===== src/rtl/student_serial_adder.sv =====
// Multi-cycle serial adder: {carry,sum} = a + b + cin, BITS_PER_CYCLE bits per clock.
// Optional signed-overflow output enabled by defining SERIAL_ADDER_OVERFLOW_EN.
module student_serial_adder #(
    parameter int WIDTH          = 8,
    parameter int BITS_PER_CYCLE = 1
) (
    input  logic             clk,
    input  logic             rst_n,
    input  logic             start,
    input  logic [WIDTH-1:0] a,
    input  logic [WIDTH-1:0] b,
    input  logic             cin,
    output logic             busy,
    output logic             done,
    output logic [WIDTH-1:0] sum,
    output logic             carry
`ifdef SERIAL_ADDER_OVERFLOW_EN
    ,
    output logic             overflow
`endif
);

    localparam int STEPS = WIDTH / BITS_PER_CYCLE;
    localparam int CW    = (STEPS > 1) ? $clog2(STEPS) : 1;

    generate
        if (WIDTH < 1 || BITS_PER_CYCLE < 1 || (WIDTH % BITS_PER_CYCLE) != 0) begin : g_param_check
            $error("student_serial_adder: BITS_PER_CYCLE must evenly divide WIDTH");
        end
    endgenerate

    typedef enum logic {IDLE, RUN} state_t;

    state_t                            state, state_next;
    logic [WIDTH-1:0]                  a_sr, b_sr, psum;
    logic                              cr;
    logic [CW-1:0]                     count;
    logic                              accept, last_step;
    logic [BITS_PER_CYCLE-1:0]         chain_sum;
    logic [BITS_PER_CYCLE:0]           chain_c;
    logic [WIDTH+BITS_PER_CYCLE-1:0]   psum_cat;
    logic [WIDTH-1:0]                  psum_next;

    always_ff @(posedge clk or negedge rst_n) begin
        if (!rst_n) state <= IDLE;
        else        state <= state_next;
    end

    always_comb begin
        state_next = state;
        accept     = 1'b0;
        last_step  = 1'b0;
        busy       = 1'b0;
        case (state)
            IDLE: begin
                if (start) begin
                    accept     = 1'b1;
                    state_next = RUN;
                end
            end
            RUN: begin
                busy = 1'b1;
                if (count == CW'(STEPS - 1)) begin
                    last_step  = 1'b1;
                    state_next = IDLE;
                end
            end
            default: state_next = IDLE;
        endcase
    end

    // Ripple of full-adder cells over the low slice of the operand shift registers.
    always_comb begin
        chain_c    = '0;
        chain_sum  = '0;
        chain_c[0] = cr;
        for (int i = 0; i < BITS_PER_CYCLE; i++) begin
            chain_sum[i]   = a_sr[i] ^ b_sr[i] ^ chain_c[i];
            chain_c[i+1]   = (a_sr[i] & b_sr[i]) | (chain_c[i] & (a_sr[i] ^ b_sr[i]));
        end
    end

    assign psum_cat  = {chain_sum, psum};
    assign psum_next = psum_cat[WIDTH+BITS_PER_CYCLE-1:BITS_PER_CYCLE];

    // Outputs only move at the final step, so the previous result is held through RUN.
    always_ff @(posedge clk or negedge rst_n) begin
        if (!rst_n) begin
            a_sr     <= '0;
            b_sr     <= '0;
            psum     <= '0;
            cr       <= 1'b0;
            count    <= '0;
            done     <= 1'b0;
            sum      <= '0;
            carry    <= 1'b0;
`ifdef SERIAL_ADDER_OVERFLOW_EN
            overflow <= 1'b0;
`endif
        end else begin
            done <= 1'b0;
            if (accept) begin
                a_sr  <= a;
                b_sr  <= b;
                cr    <= cin;
                psum  <= '0;
                count <= '0;
            end else if (state == RUN) begin
                a_sr  <= a_sr >> BITS_PER_CYCLE;
                b_sr  <= b_sr >> BITS_PER_CYCLE;
                cr    <= chain_c[BITS_PER_CYCLE];
                psum  <= psum_next;
                count <= count + CW'(1);
                if (last_step) begin
                    sum      <= psum_next;
                    carry    <= chain_c[BITS_PER_CYCLE];
                    done     <= 1'b1;
`ifdef SERIAL_ADDER_OVERFLOW_EN
                    overflow <= chain_c[BITS_PER_CYCLE] ^ chain_c[BITS_PER_CYCLE-1];
`endif
                end
            end
        end
    end

endmodule


===== config.mk =====
export PLATFORM = sky130hd
export DESIGN_NAME = student_serial_adder
export DESIGN_NICKNAME = d
export VERILOG_FILES = /design/src/rtl/student_serial_adder.sv
export SDC_FILE = /design/constraint.sdc
export NUM_CORES = 1
export LEC_CHECK = 0
export BUFFER_PORTS_ARGS = -buffer_cell sky130_fd_sc_hd__buf_2
export CAP_MARGIN = 20
export CORE_MARGIN = 2
export CORE_UTILIZATION = 54
export DETAILED_ROUTE_END_ITERATION = 6
export PLACE_DENSITY = 0.75
export SETUP_SLACK_MARGIN = 0.4
export SLEW_MARGIN = 15
export SYNTH_ARGS = -nofsm -noshare
export SYNTH_HDL_FRONTEND = slang
export SYNTH_SLANG_ARGS = --single-unit

===== constraint.sdc =====
create_clock -name clk -period 1.9 [get_ports clk]
set_input_delay 0.19 -clock clk [delete_from_list [all_inputs] [get_ports clk]]
set_output_delay 0.19 -clock clk [all_outputs]
set_load 0.005 [all_outputs]

==> run_results.csv <==
group,metric,value,unit
die,die_h,59.8,um
sta,slew_headroom,46.9,%
layout,nNetsFinal,188,
logic_synthesis,syn_area,1680,um^2
global_route,grt_pass1_wl,4.33,mm
layout,area_growth,14.1,%
place,placement.io_buffers,30,
cts,insertion_delay,0.35,ns
setup_path,cp_data_arrival_time,1.65,ns
layout,multi_input_comb_area,637,um^2
global_route,grt_antenna_before_repair,0,
logic_synthesis,syn_avg_cell_area,12.6,um^2
layout,layout_commonest_cell,"dfrtp_1",
place,place_hpwl,1.74,mm
setup_path,end_kind,"register",
job,drv_cap,0,
power,p_switching,0.870,mW
global_route,grt_overflow,0,
die,initial_core_util,56.0,%
layout,stdcell_area,1920,um^2
cts,numClockSinks,38,
sta,slew_viol_final,0,
die,ioPinCount,31,
die,dieArea,3580,um^2
routing,firstDrtPassIters,4,
sta,tightest_slew,0.797,ns
power,p_seq_share,46.4,%
power,p_total,2.90,mW
cts,clk_transition_reported_paths,0.11,ns
sta,grt_setup_unrepaired,"no",
setup_path,crit_fanout,10,
global_route,grtUsageMet2,24.8,%
logic_synthesis,ys_top_cells_by_area,"dfrtp_1, mux2i_1, mux2_4, nand2_1, o21ai_1",
logic_synthesis,yosys_warnings,0,
sta,finalCritPeriodShare,74.4,%
global_route,grt_pass1_vias,953,
die,core_area,3000,um^2
die,fp.dieW,59.8,um
layout,fill_cells,245,
layout,final_cell_mix,"dfrtp_1, buf_2, nand2_1",
routing,antenna_left,0,
global_route,grt_use_total,16.8,%
power,cell_internal_pwr,2.03,mW
logic_synthesis,synth_top_area_share,56.5,%
worst_hold_path,hold_class,"input pin to register",
sta,clock.fmax,707,MHz
cts,cts_made_buffers,5,
power,pwr-share-clk,24.4,%
cts,clock_tree.buffer_depth,2,
logic_synthesis,yosys.area.top_type,"dfrtp_1",
routing,avgViaCountPerCell,5.27,
logic_synthesis,synthCells,134,
layout,drive_gt1_share,31.3,%
global_route,grt_use_met3,6.49,%
sta,finalSetupTns,0,ns
layout,final_cells,199,
logic_synthesis,synth-seq-cells,38,
place,dpl_cell_area,1800,um^2
routing,drc,0,
power,p_sw_share,30.0,%
routing,vias,1048,
logic_synthesis,yosysSeqAreaShare,56.5,%
layout,regArea,952,um^2
cts,root_buffer,"clkbuf_4",
die,rows,20,
run_status,status,"completed",
global_route,grt_max_degree,39,
layout,antenna_cells,0,
cts,htreeDepth,2,
setup_path,cp_data_required_time,2.13,ns
power,cellLeakagePower,1.00,nW
place,dp.cells,190,
global_route,grt_use_met1,22.2,%
logic_synthesis,syn_nets,157,
power,p_per_area,1510,nW/um^2
logic_synthesis,synthDistinctLibCells,21,
cts,cts_tree,"done",
routing,wl,2.53,mm
power,p_comb_share,29.2,%
global_route,busiest_layer,"met2",
sta,period_minus_slack,1.41,ns
routing,wl_per_cell,12.7,um
routing,first_iter_violations,18,
sta,finClkSkew,0.0109,ns
setup_path,path_class,"register to register",
power,ir_worst_vdd,0.000825,V
sta,finalHoldViolCount,0,
setup_path,worst_setup_path_start_kind,"register",
place,place.gp.congestion,0.647,
cts,cts_setup_buffers,0,
sta,setup_violations,0,
==> final cells by class <==
cell class | count | area share (%)
clock buffer | 6 | 2.67
clock inverter | 2 | 3.13
inverter | 1 | 0.195
multi-input combinational | 86 | 33.2
sequential | 38 | 49.6
tap | 33 | 2.15
timing repair buffer | 33 | 9.12
==> cells by family (layout without fill, tap and decap cells) <==
group | after synthesis | in the layout | synth area share (%)
buffers and inverters | 10 | 42 | 5.65
AO/OA/AOI/OAI | 25 | 25 | 8.10
AND/OR/NAND/NOR | 31 | 31 | 8.25
adder cells (fa/ha/maj) | 3 | 3 | 2.68
flip-flops | 38 | 38 | 56.5
multiplexers | 27 | 27 | 18.8
==> state kept, by name, indices dropped and copies added (netlist names) <==
signal,flops
state,1
a_sr,8
cr,1
carry,1
sum,8
psum,7
done,1
b_sr,8
count,3
==> final timing paths <==
check                      cells after the start  slack (ns)      end      from
setup / recovery                               4        0.49   sum[1]  count[0]
min in group asynchronous                      2        0.45   sum[5]     rst_n
hold / removal                                 3        0.09  b_sr[7]      b[7]
setup reg to reg                               4        0.49   sum[1]  count[0]
max in group asynchronous                      2        0.89    state     rst_n
hold reg to reg                                2        0.50  b_sr[3]   b_sr[4]
==> synth_stat cells <==
| cell | n |
|---|---|
| a21oi_1 | 1 |
| a22o_1 | 3 |
| buf_12 | 1 |
| buf_2 | 2 |
| buf_4 | 1 |
| buf_6 | 3 |
| buf_8 | 1 |
| clkbuf_2 | 1 |
| dfrtp_1 | 38 |
| fa_1 | 1 |
| ha_1 | 2 |
| inv_1 | 1 |
| mux2_2 | 1 |
| mux2_4 | 9 |
| mux2i_1 | 17 |
| nand2_1 | 21 |
| nand2_4 | 1 |
| nand2b_1 | 6 |
| nor2_1 | 3 |
| o21ai_0 | 6 |
| o21ai_1 | 15 |
==> per-stage QoR <==
step	hold slack [ns]	util (%)	setup WS, ns
2_1_floorplan	-0.106	-	0.542
3_3_place_gp	0.315	59.9	0.516
3_5_place_dp	0.327	59.9	0.482
4_1_cts	0.0773	63.9	0.459
5_1_grt	0.112	64.0	0.418
6_report	0.0918	64.0	0.487
==> worst max-delay path, stage by stage (launching register included) <==
cell and delay, ns:
dfrtp_1 0.40, ha_1 0.20, ha_1 0.22, nand2_4 0.18, mux2_4 0.32
==> power groups by stage <==
stage / clock network [mW] / logic [mW] / registers [mW]
finish: 0.708 / 0.848 / 1.35
global route: 0.746 / 0.976 / 1.40
CTS: 0.724 / 0.870 / 1.35
detailed placement: 0 / 0.866 / 1.37
global placement: 0 / 0.822 / 1.35
floorplan: 0 / 0.736 / 1.29
==> layer usage <==
layer,part of all wire [%],vias up
met1,46,499
met2,47,25
met3,4.8,5
li1,-,519
met5,0,-
met4,1.4,0
==> repair_timing <==
item,in CTS,in global routing
hold endpoints to repair,38,0
gates resized for setup,0,1
setup endpoints to repair,0,3
hold buffers,1,0
(Power assumes the default switching activity.)
